$ cat src/rtl/frame_serialize.sv
// Frame serializer: emits a 4-byte height/width header followed by R,G,B bytes per pixel.
// Pixel input and byte output both use valid/ready handshakes; every output is registered.
module frame_serialize #(
    parameter int DIM_W  = 16,
    parameter int PCNT_W = 32
) (
    input  logic             clk,
    input  logic             reset,
    input  logic             start,
    input  logic [DIM_W-1:0] height_in,
    input  logic [DIM_W-1:0] width_in,
    input  logic [7:0]       pix_r,
    input  logic [7:0]       pix_g,
    input  logic [7:0]       pix_b,
    input  logic             pix_valid,
    output logic             pix_ready,
    output logic [7:0]       data_out,
    output logic             data_valid,
    input  logic             out_ready,
    output logic             busy,
    output logic             frame_done
);

    // state   | meaning
    // IDLE    | waiting for start
    // HDR     | sending header byte hdr_idx (h hi, h lo, w hi, w lo)
    // FETCH   | requesting the next pixel from the source
    // SEND_R  | sending red byte of the held pixel
    // SEND_G  | sending green byte of the held pixel
    // SEND_B  | sending blue byte; advances the pixel count on transfer
    // DONE    | one-cycle frame_done pulse
    localparam logic [2:0] S_IDLE   = 3'd0;
    localparam logic [2:0] S_HDR    = 3'd1;
    localparam logic [2:0] S_FETCH  = 3'd2;
    localparam logic [2:0] S_SEND_R = 3'd3;
    localparam logic [2:0] S_SEND_G = 3'd4;
    localparam logic [2:0] S_SEND_B = 3'd5;
    localparam logic [2:0] S_DONE   = 3'd6;

    logic [2:0]        state_q,   state_d;
    logic [1:0]        hdr_idx_q, hdr_idx_d;
    logic [PCNT_W-1:0] pix_cnt_q, pix_cnt_d;
    logic [PCNT_W-1:0] total_q,   total_d;
    logic [DIM_W-1:0]  height_q,  height_d;
    logic [DIM_W-1:0]  width_q,   width_d;
    logic [7:0]        r_q, r_d, g_q, g_d, b_q, b_d;

    logic [7:0]        data_out_q,   data_out_d;
    logic              data_valid_q, data_valid_d;
    logic              pix_ready_q,  pix_ready_d;
    logic              busy_q,       busy_d;
    logic              frame_done_q, frame_done_d;

    logic                byte_xfer;
    logic                pix_xfer;
    logic [2*DIM_W-1:0]  dim_prod;
    logic [PCNT_W-1:0]   pix_cnt_inc;
    logic [15:0]         h16;
    logic [15:0]         w16;

    assign byte_xfer   = data_valid_q & out_ready;
    assign pix_xfer    = pix_ready_q & pix_valid;
    assign dim_prod    = {{DIM_W{1'b0}}, height_in} * {{DIM_W{1'b0}}, width_in};
    assign pix_cnt_inc = pix_cnt_q + PCNT_W'(1);

    always_comb begin
        state_d   = state_q;
        hdr_idx_d = hdr_idx_q;
        pix_cnt_d = pix_cnt_q;
        total_d   = total_q;
        height_d  = height_q;
        width_d   = width_q;
        r_d       = r_q;
        g_d       = g_q;
        b_d       = b_q;
        case (state_q)
            S_IDLE: begin
                if (start) begin
                    height_d  = height_in;
                    width_d   = width_in;
                    total_d   = PCNT_W'(dim_prod);
                    hdr_idx_d = 2'd0;
                    pix_cnt_d = '0;
                    state_d   = S_HDR;
                end
            end
            S_HDR: begin
                if (byte_xfer) begin
                    hdr_idx_d = hdr_idx_q + 2'd1;
                    if (hdr_idx_q == 2'd3) begin
                        state_d = (total_q != '0) ? S_FETCH : S_DONE;
                    end
                end
            end
            S_FETCH: begin
                if (pix_xfer) begin
                    r_d     = pix_r;
                    g_d     = pix_g;
                    b_d     = pix_b;
                    state_d = S_SEND_R;
                end
            end
            S_SEND_R: if (byte_xfer) state_d = S_SEND_G;
            S_SEND_G: if (byte_xfer) state_d = S_SEND_B;
            S_SEND_B: begin
                if (byte_xfer) begin
                    pix_cnt_d = pix_cnt_inc;
                    state_d   = (pix_cnt_inc == total_q) ? S_DONE : S_FETCH;
                end
            end
            S_DONE:  state_d = S_IDLE;
            default: state_d = S_IDLE;
        endcase
    end

    // Outputs are decoded from the next state so they come straight out of flops.
    always_comb begin
        h16          = 16'(height_d);
        w16          = 16'(width_d);
        data_out_d   = 8'h00;
        data_valid_d = 1'b0;
        pix_ready_d  = (state_d == S_FETCH);
        busy_d       = (state_d != S_IDLE);
        frame_done_d = (state_d == S_DONE);
        case (state_d)
            S_HDR: begin
                data_valid_d = 1'b1;
                case (hdr_idx_d)
                    2'd0:    data_out_d = h16[15:8];
                    2'd1:    data_out_d = h16[7:0];
                    2'd2:    data_out_d = w16[15:8];
                    default: data_out_d = w16[7:0];
                endcase
            end
            S_SEND_R: begin
                data_valid_d = 1'b1;
                data_out_d   = r_d;
            end
            S_SEND_G: begin
                data_valid_d = 1'b1;
                data_out_d   = g_d;
            end
            S_SEND_B: begin
                data_valid_d = 1'b1;
                data_out_d   = b_d;
            end
            default: begin
                data_valid_d = 1'b0;
                data_out_d   = 8'h00;
            end
        endcase
    end

    always_ff @(posedge clk or negedge reset) begin
        if (!reset) begin
            state_q      <= S_IDLE;
            hdr_idx_q    <= 2'd0;
            pix_cnt_q    <= '0;
            total_q      <= '0;
            height_q     <= '0;
            width_q      <= '0;
            r_q          <= 8'h00;
            g_q          <= 8'h00;
            b_q          <= 8'h00;
            data_out_q   <= 8'h00;
            data_valid_q <= 1'b0;
            pix_ready_q  <= 1'b0;
            busy_q       <= 1'b0;
            frame_done_q <= 1'b0;
        end else begin
            state_q      <= state_d;
            hdr_idx_q    <= hdr_idx_d;
            pix_cnt_q    <= pix_cnt_d;
            total_q      <= total_d;
            height_q     <= height_d;
            width_q      <= width_d;
            r_q          <= r_d;
            g_q          <= g_d;
            b_q          <= b_d;
            data_out_q   <= data_out_d;
            data_valid_q <= data_valid_d;
            pix_ready_q  <= pix_ready_d;
            busy_q       <= busy_d;
            frame_done_q <= frame_done_d;
        end
    end

    assign data_out   = data_out_q;
    assign data_valid = data_valid_q;
    assign pix_ready  = pix_ready_q;
    assign busy       = busy_q;
    assign frame_done = frame_done_q;

endmodule
$ cat config.mk
export PLATFORM = sky130hd
export DESIGN_NAME = frame_serialize
export DESIGN_NICKNAME = d
export VERILOG_FILES = /design/src/rtl/frame_serialize.sv
export SDC_FILE = /design/constraint.sdc
export NUM_CORES = 1
export LEC_CHECK = 0
export ABC_CLOCK_PERIOD_IN_PS = 2600
export BUFFER_PORTS_ARGS = -buffer_cell sky130_fd_sc_hd__buf_2
export CAP_MARGIN = 20
export CORE_MARGIN = 10
export CORE_UTILIZATION = 58
export CTS_CLUSTER_DIAMETER = 200
export DETAILED_ROUTE_END_ITERATION = 6
export PLACE_DENSITY_LB_ADDON = 0.25
export REMOVE_ABC_BUFFERS = 1
export SYNTH_ARGS = -nofsm -noshare
export SYNTH_HDL_FRONTEND = slang
export SYNTH_SLANG_ARGS = --single-unit
$ cat constraint.sdc
create_clock -name clk -period 2.6 [get_ports clk]
set_input_delay 0 -clock clk [delete_from_list [all_inputs] [get_ports clk]]
set_output_delay 0 -clock clk [all_outputs]
set_load 0.1 [all_outputs]
Word-level counts from Yosys, hierarchy flattened
Cells that the tools add are included.
W data, S select, Z words.
{"block": "word_totals", "regBits": 137, "elab_cells": 73, "inputBits": 61}
{"block": "op_classes", "reduce_logical": 8, "addsub": 2, "bitwise": 2, "multipliers": 1, "mux": 29, "eq_ne": 17}
{"operator": "$mux W16", "count": 4}
{"operator": "$mux W32", "count": 2}
{"operator": "$pmux W32 S2", "count": 1}
{"operator": "$mux W8", "count": 6}
{"operator": "$add A32 B1 Y32 const B", "count": 1}
{"operator": "$eq A32 B32 Y1", "count": 1}
{"operator": "$mul A16 B16 Y32", "count": 1}
{"operator": "$pmux W8 S4", "count": 1}
{"operator": "$reduce_bool A32 Y1", "count": 1}
{"operator": "$mux W3", "count": 9}
{"operator": "$pmux W8 S3", "count": 1}
{"operator": "$pmux W3 S6", "count": 1}
{"operator": "$eq A3 B3 Y1 const B", "count": 5}
{"operator": "$eq A3 B2 Y1 const B", "count": 4}
{"operator": "$eq A3 B1 Y1 const B", "count": 2}
{"operator": "$eq A2 B2 Y1 const B", "count": 2}
{"operator": "$mux W2", "count": 2}
{"operator": "$ne A2 B2 Y1 const B", "count": 2}
{"operator": "$pmux W2 S2", "count": 1}
{"operator": "$reduce_or A4 Y1", "count": 1}
{"operator": "$logic_not A3 Y1", "count": 1}
{"operator": "$reduce_and A3 Y1", "count": 1}
{"operator": "$reduce_bool A3 Y1", "count": 1}
{"operator": "$add A2 B1 Y2 const B", "count": 1}
{"operator": "6 further kinds", "count": 7}

Logic depth before layout (Yosys ltp)
{"block": "depth", "word_depth": 8, "depth_mapped": 23}

Least setup slack after synthesis
Ideal clock, no wire load.
{"block": "synth_path", "kind": "input to register", "from": "input width_in[1]", "to": "register total_q[26]", "setup_slack_ns": -3.167, "t_arrival_ns": 5.632, "path_buffers": 1, "setup_time_ns": 0.135, "cell_stages": 22, "required_ns": 2.465, "path_cell_list": "clkbuf_1 nand2_1 fa_1 fa_1 inv_1 fa_1 inv_1 fa_1 inv_1 fa_1 inv_1 fa_1 inv_1 ha_1 a211o_1 and2_1 a31oi_1 a21boi_0 o41ai_1 o21ai_0 xnor2_1 o21ai_0"}
{"block": "synth_via", "elab_chain_len": 1}
{"element": "start: declaration", "line": "11", "text": "input logic [DIM_W-1:0] width_in,"}
{"element": "$mul A16 B16 Y32", "line": "63", "text": "assign dim_prod = {{DIM_W{1'b0}}, height_in} * {{DIM_W{1'b0}}, width_in};"}
{"element": "end signal: assignment", "line": "174", "text": "total_q <= total_d;"}
{"element": "end: declaration", "line": "43", "text": "logic [PCNT_W-1:0] total_q, total_d;"}
Every way passes these cells.
A chain may end at the register's enable or synchronous reset.

Worst setup path after layout
{"block": "layout_path", "from": "input height_in[8]", "to": "register total_q[25]"}
{"block": "layout_via", "elab_chain_len": 1}
{"element": "start: declaration", "line": "10", "text": "input logic [DIM_W-1:0] height_in,"}
{"element": "$mul A16 B16 Y32", "line": "63"}
Every way passes these cells.

==> metrics.log <==
[metrics] Final Skew: 0.0131 ns
[metrics] worst min-delay path class: in -> reg
[metrics] CP most frequent cell: sky130_fd_sc_hd__fa_1
[metrics] final weighted congestion of routability-driven global placement: 0.972
[metrics] Place WS: -3.41 ns
[metrics] Rel. slew slack: 65.0%
[metrics] logic gate share of total power: 81.3%
[metrics] commonest cells after routing, fill and taps aside: 252 x sky130_fd_sc_hd__inv_1, 246 x sky130_fd_sc_hd__buf_4, 230 x sky130_fd_sc_hd__nand2_1
[metrics] cell depth of the worst flop-to-flop path: 11
[metrics] nature of the critical path endpoint: flop
[metrics] floorplan die area: 0.0336 mm2
[metrics] switching power of the nets: 14.5 mW
[metrics] number of rows in the core area: 59
[metrics] Boundary Pins: 73
[metrics] sequential-to-total area share from yosys stat: 22.2%
[metrics] cell at the root of the clock tree: sky130_fd_sc_hd__clkbuf_16
[metrics] clock slew at reported path FFs: 0.07 ns
[metrics] via density per instance: 5.81
[metrics] fraction of power consumed by sequential logic: 10.8%
[metrics] gr ovfl total: 0
[metrics] Worst IR Drop VDD: 1.51 mV
[metrics] violations in the final reports: negative setup slack
[metrics] floorplan die height: 183 um
[metrics] Warnings, synthesis: 0
[metrics] remaining antenna violation count after routing: 0
[metrics] clock sink total: 137
[metrics] final critical-path setup slack: -2.60 ns
[metrics] DRT iter0 DRCs: 1216
[metrics] unrepaired setup endpoints after global routing: yes
[metrics] Static Leak: 9.81 nW
[metrics] clock power share: 8.0%
[metrics] Core Footprint: 0.0261 mm2
[metrics] number of fill cells: 1711
[metrics] result of the run: complete, but fails checks
[metrics] residual DRC count: 0
[metrics] average wire per standard cell: 19.8 um
[metrics] number of enable flip-flop cells after synthesis: 0
[metrics] final routed wirelength across all metal layers: 46500 um
[metrics] startpoint types: primary input
[metrics] net count reported at finish: 2357
[metrics] final total power: 30.1 mW
[metrics] layout overhead on the synthesized area: 27.4%
[metrics] arrival time of the worst setup path: 5.50 ns
[metrics] Final Instance Count excl. Fillers: 2345
[metrics] Worst Tran Pin Value: 0.525 ns
[metrics] final worst path period need: 5.20 ns
[metrics] final setup vio count: 39
[metrics] total placed cells including tap cells: 2266
[metrics] Die W: 183 um
[metrics] cells after synthesis: 1667
[metrics] Max FO, Critical Path: 10
[metrics] final clock period utilization by the worst path: 200%
[metrics] startpoint-to-endpoint class of the critical path: in -> reg
[metrics] fraction of final layout cells sized beyond drive strength 1: 26.9%
[metrics] sum of negative setup slack: -56.70 ns
[metrics] final hold slack: 0.0186 ns
[metrics] ordered list of cells on the worst path: buf_2, buf_6, buf_12, and2_1, fa_1, inv_1, fa_1, fa_1, inv_1, fa_1, fa_1, inv_1, fa_1, inv_1, ha_4, a211o_1, a2111oi_4, o21ai_2, a41oi_4, o21ai_2, a31oi_1, xor2_1, o21ai_1
[metrics] Reg2Reg Setup Slack: -0.26 ns
[metrics] Synth Flop Type: sky130_fd_sc_hd__dfrtp_1
[metrics] PwrDens: 1530 mW/mm2
[metrics] clock network latency to the later pin of the worst-skew pair: 0.44 ns
[metrics] Buffers on Ports: 72
[metrics] starting density of the core: 59.2%
[metrics] Switching Share: 48.2%
[metrics] clk buf depth: 2
[metrics] startpoint of the most critical setup path: height_in[8]
[metrics] overall via count from detail_route: 13626
[metrics] All-Layer GR Usage: 27.1%
[metrics] max-slew violation count: 0
[metrics] capture point of the critical path: total_q[25]
[metrics] internal cell power: 15.6 mW
[metrics] Yosys cell types: 70
[metrics] number of violations of the max-capacitance limit: 0
[metrics] number of H-tree levels: 4
[metrics] worst reg2reg path endpoint: data_out[7]
[metrics] most common library cell in the layout ignoring fill and taps: sky130_fd_sc_hd__inv_1
[metrics] fraction of registers with async set or reset after synthesis: 100%
[metrics] number of CTS-inserted buffers: 17
[metrics] Final Hold Fails: 0
[metrics] total of flip-flops plus latches after synthesis: 137
[metrics] largest net degree at the start of global routing: 63
[metrics] antenna violations before repair: 1
[metrics] mean cell area of the mapped netlist: 9.27 um2
[metrics] via count of the first global-routing pass: 14196
[metrics] CTS tree: built
[metrics] Critical-path top delay cell: sky130_fd_sc_hd__fa_1
[metrics] worst path required time: 2.90 ns
[metrics] wire length of the first global-routing pass: 72800 um
[metrics] post-synthesis instance area: 0.0155 mm2
[metrics] Fmax achieved: 192 MHz
[metrics] maximum single-stage delay on the critical path: 0.55 ns
[metrics] detailed-routing iteration count for the pre-antenna-repair pass: 5
[metrics] launching point of the worst reg2reg path: pix_cnt_q[6]
[metrics] detailed-placement wirelength estimate: 33600 um
layer usage:
metal | track usage (%) | part of all wire, %
met1 | 33.3 | 38
met2 | 46.4 | 50
met3 | 4.80 | 7.3
met4 | 10.6 | 3.9
met5 | 0 | 0
sequential cells by signal, indices dropped and copies added (netlist names), 2 cells and up:
signal and count:
hdr_idx_q 2, g_q 8, b_q 8, height_q 16, total_q 32, r_q 8
state_q 3, data_out 8, pix_cnt_q 32, width_q 16
logic make-up (layout without fill, tap and decap cells):
kind of cell	count (synthesis)	count (layout)	synth area share, %
mux	77	77	5.45
xor+xnor	73	73	4.14
other cells	0	1	0
fa+ha+maj	300	300	33.7
simple gates	520	520	16.7
buf+inv	325	667	8.03
compound gates	235	235	9.86
flops	137	137	22.2
worst min-delay path by stage:
stage	depth (start not counted)	endpoint	slack, ns	from
detailed placement	1	pix_cnt_q[28]	-0.04	reset
floorplan	0	b_q[0]	-0.30	reset
finish	3	width_q[5]	0.02	width_in[5]
global placement	1	pix_cnt_q[30]	-0.05	reset
CTS	3	width_q[5]	0.004	width_in[5]
global route	3	width_q[5]	0.03	width_in[5]
critical path, delay by kind of cell:
| family | cells | cell delay [ns] |
|---|---|---|
| AOI/OAI and AO/OA | 7 | 1.44 |
| xor gates and xnor gates | 1 | 0.17 |
| adders and majority gates | 7 | 3.12 |
| buffers and inverters | 7 | 0.62 |
| and+or+nand+nor | 1 | 0.15 |
area by class of cell:
cell class	instances	area, um2	area share [%]
multi-input combinational	1205	11300	57.5
sequential	137	3430	17.4
timing repair buffer	377	3000	15.2
inverter	258	968	4.91
clock buffer	17	425	2.16
tap	335	419	2.13
clock inverter	15	130	0.660
antenna	1	2.50	0.0127
repair_timing:
item | 4_1_cts | 5_1_grt
hold buffers | 29 | 0
endpoints found under the hold margin | 171 | 0
gates resized for setup | 107 | 47
buffers inserted | 8 | 9
setup endpoints to repair | 39 | 39
cloned | 1 | 0
pin swaps | 58 | 39
per-stage QoR:
stage	area [um2]	util (%)
4_1_cts	19400	74.1
5_1_grt	19700	75.4
2_1_floorplan	15200	-
3_3_place_gp	18000	68.9
3_5_place_dp	18000	68.9
6_report	19700	75.4
synth_stat cells, drive strengths merged (4+ instances only):
master / n / area share, %
o211ai: 7 / 0.34
o221ai: 8 / 0.45
nand2b: 4 / 0.16
nand4: 14 / 0.66
and2: 125 / 5.1
a21o: 11 / 0.53
nor4: 13 / 0.57
o21ai: 82 / 2.7
mux2: 58 / 4.2
dfrtp: 137 / 22
nand3: 26 / 0.84
xor2: 27 / 1.5
and3: 10 / 0.40
o21a: 6 / 0.29
inv: 258 / 6.3
nor3: 13 / 0.45
mux2i: 19 / 1.2
nor2b: 7 / 0.28
clkbuf: 57 / 1.4
a41oi: 5 / 0.28
nand2: 238 / 5.8
buf: 10 / 0.38
ha: 106 / 8.6
fa: 194 / 25
or4: 4 / 0.22
xnor2: 46 / 2.6
nand3b: 4 / 0.19
a21boi: 6 / 0.29
a21oi: 46 / 1.7
a22oi: 9 / 0.44
o31ai: 16 / 0.78
a31oi: 7 / 0.28
nor2: 47 / 1.2
power by group through the flow:
stage,logic [mW],clock network [mW],registers (mW)
finish,24.4,2.39,3.24
global route,26.7,2.48,3.29
CTS,21.4,2.40,3.21
detailed placement,19.5,0,3.25
global placement,18.9,0,3.21
floorplan,11.9,0,3.43
(Power assumes the default switching activity.)
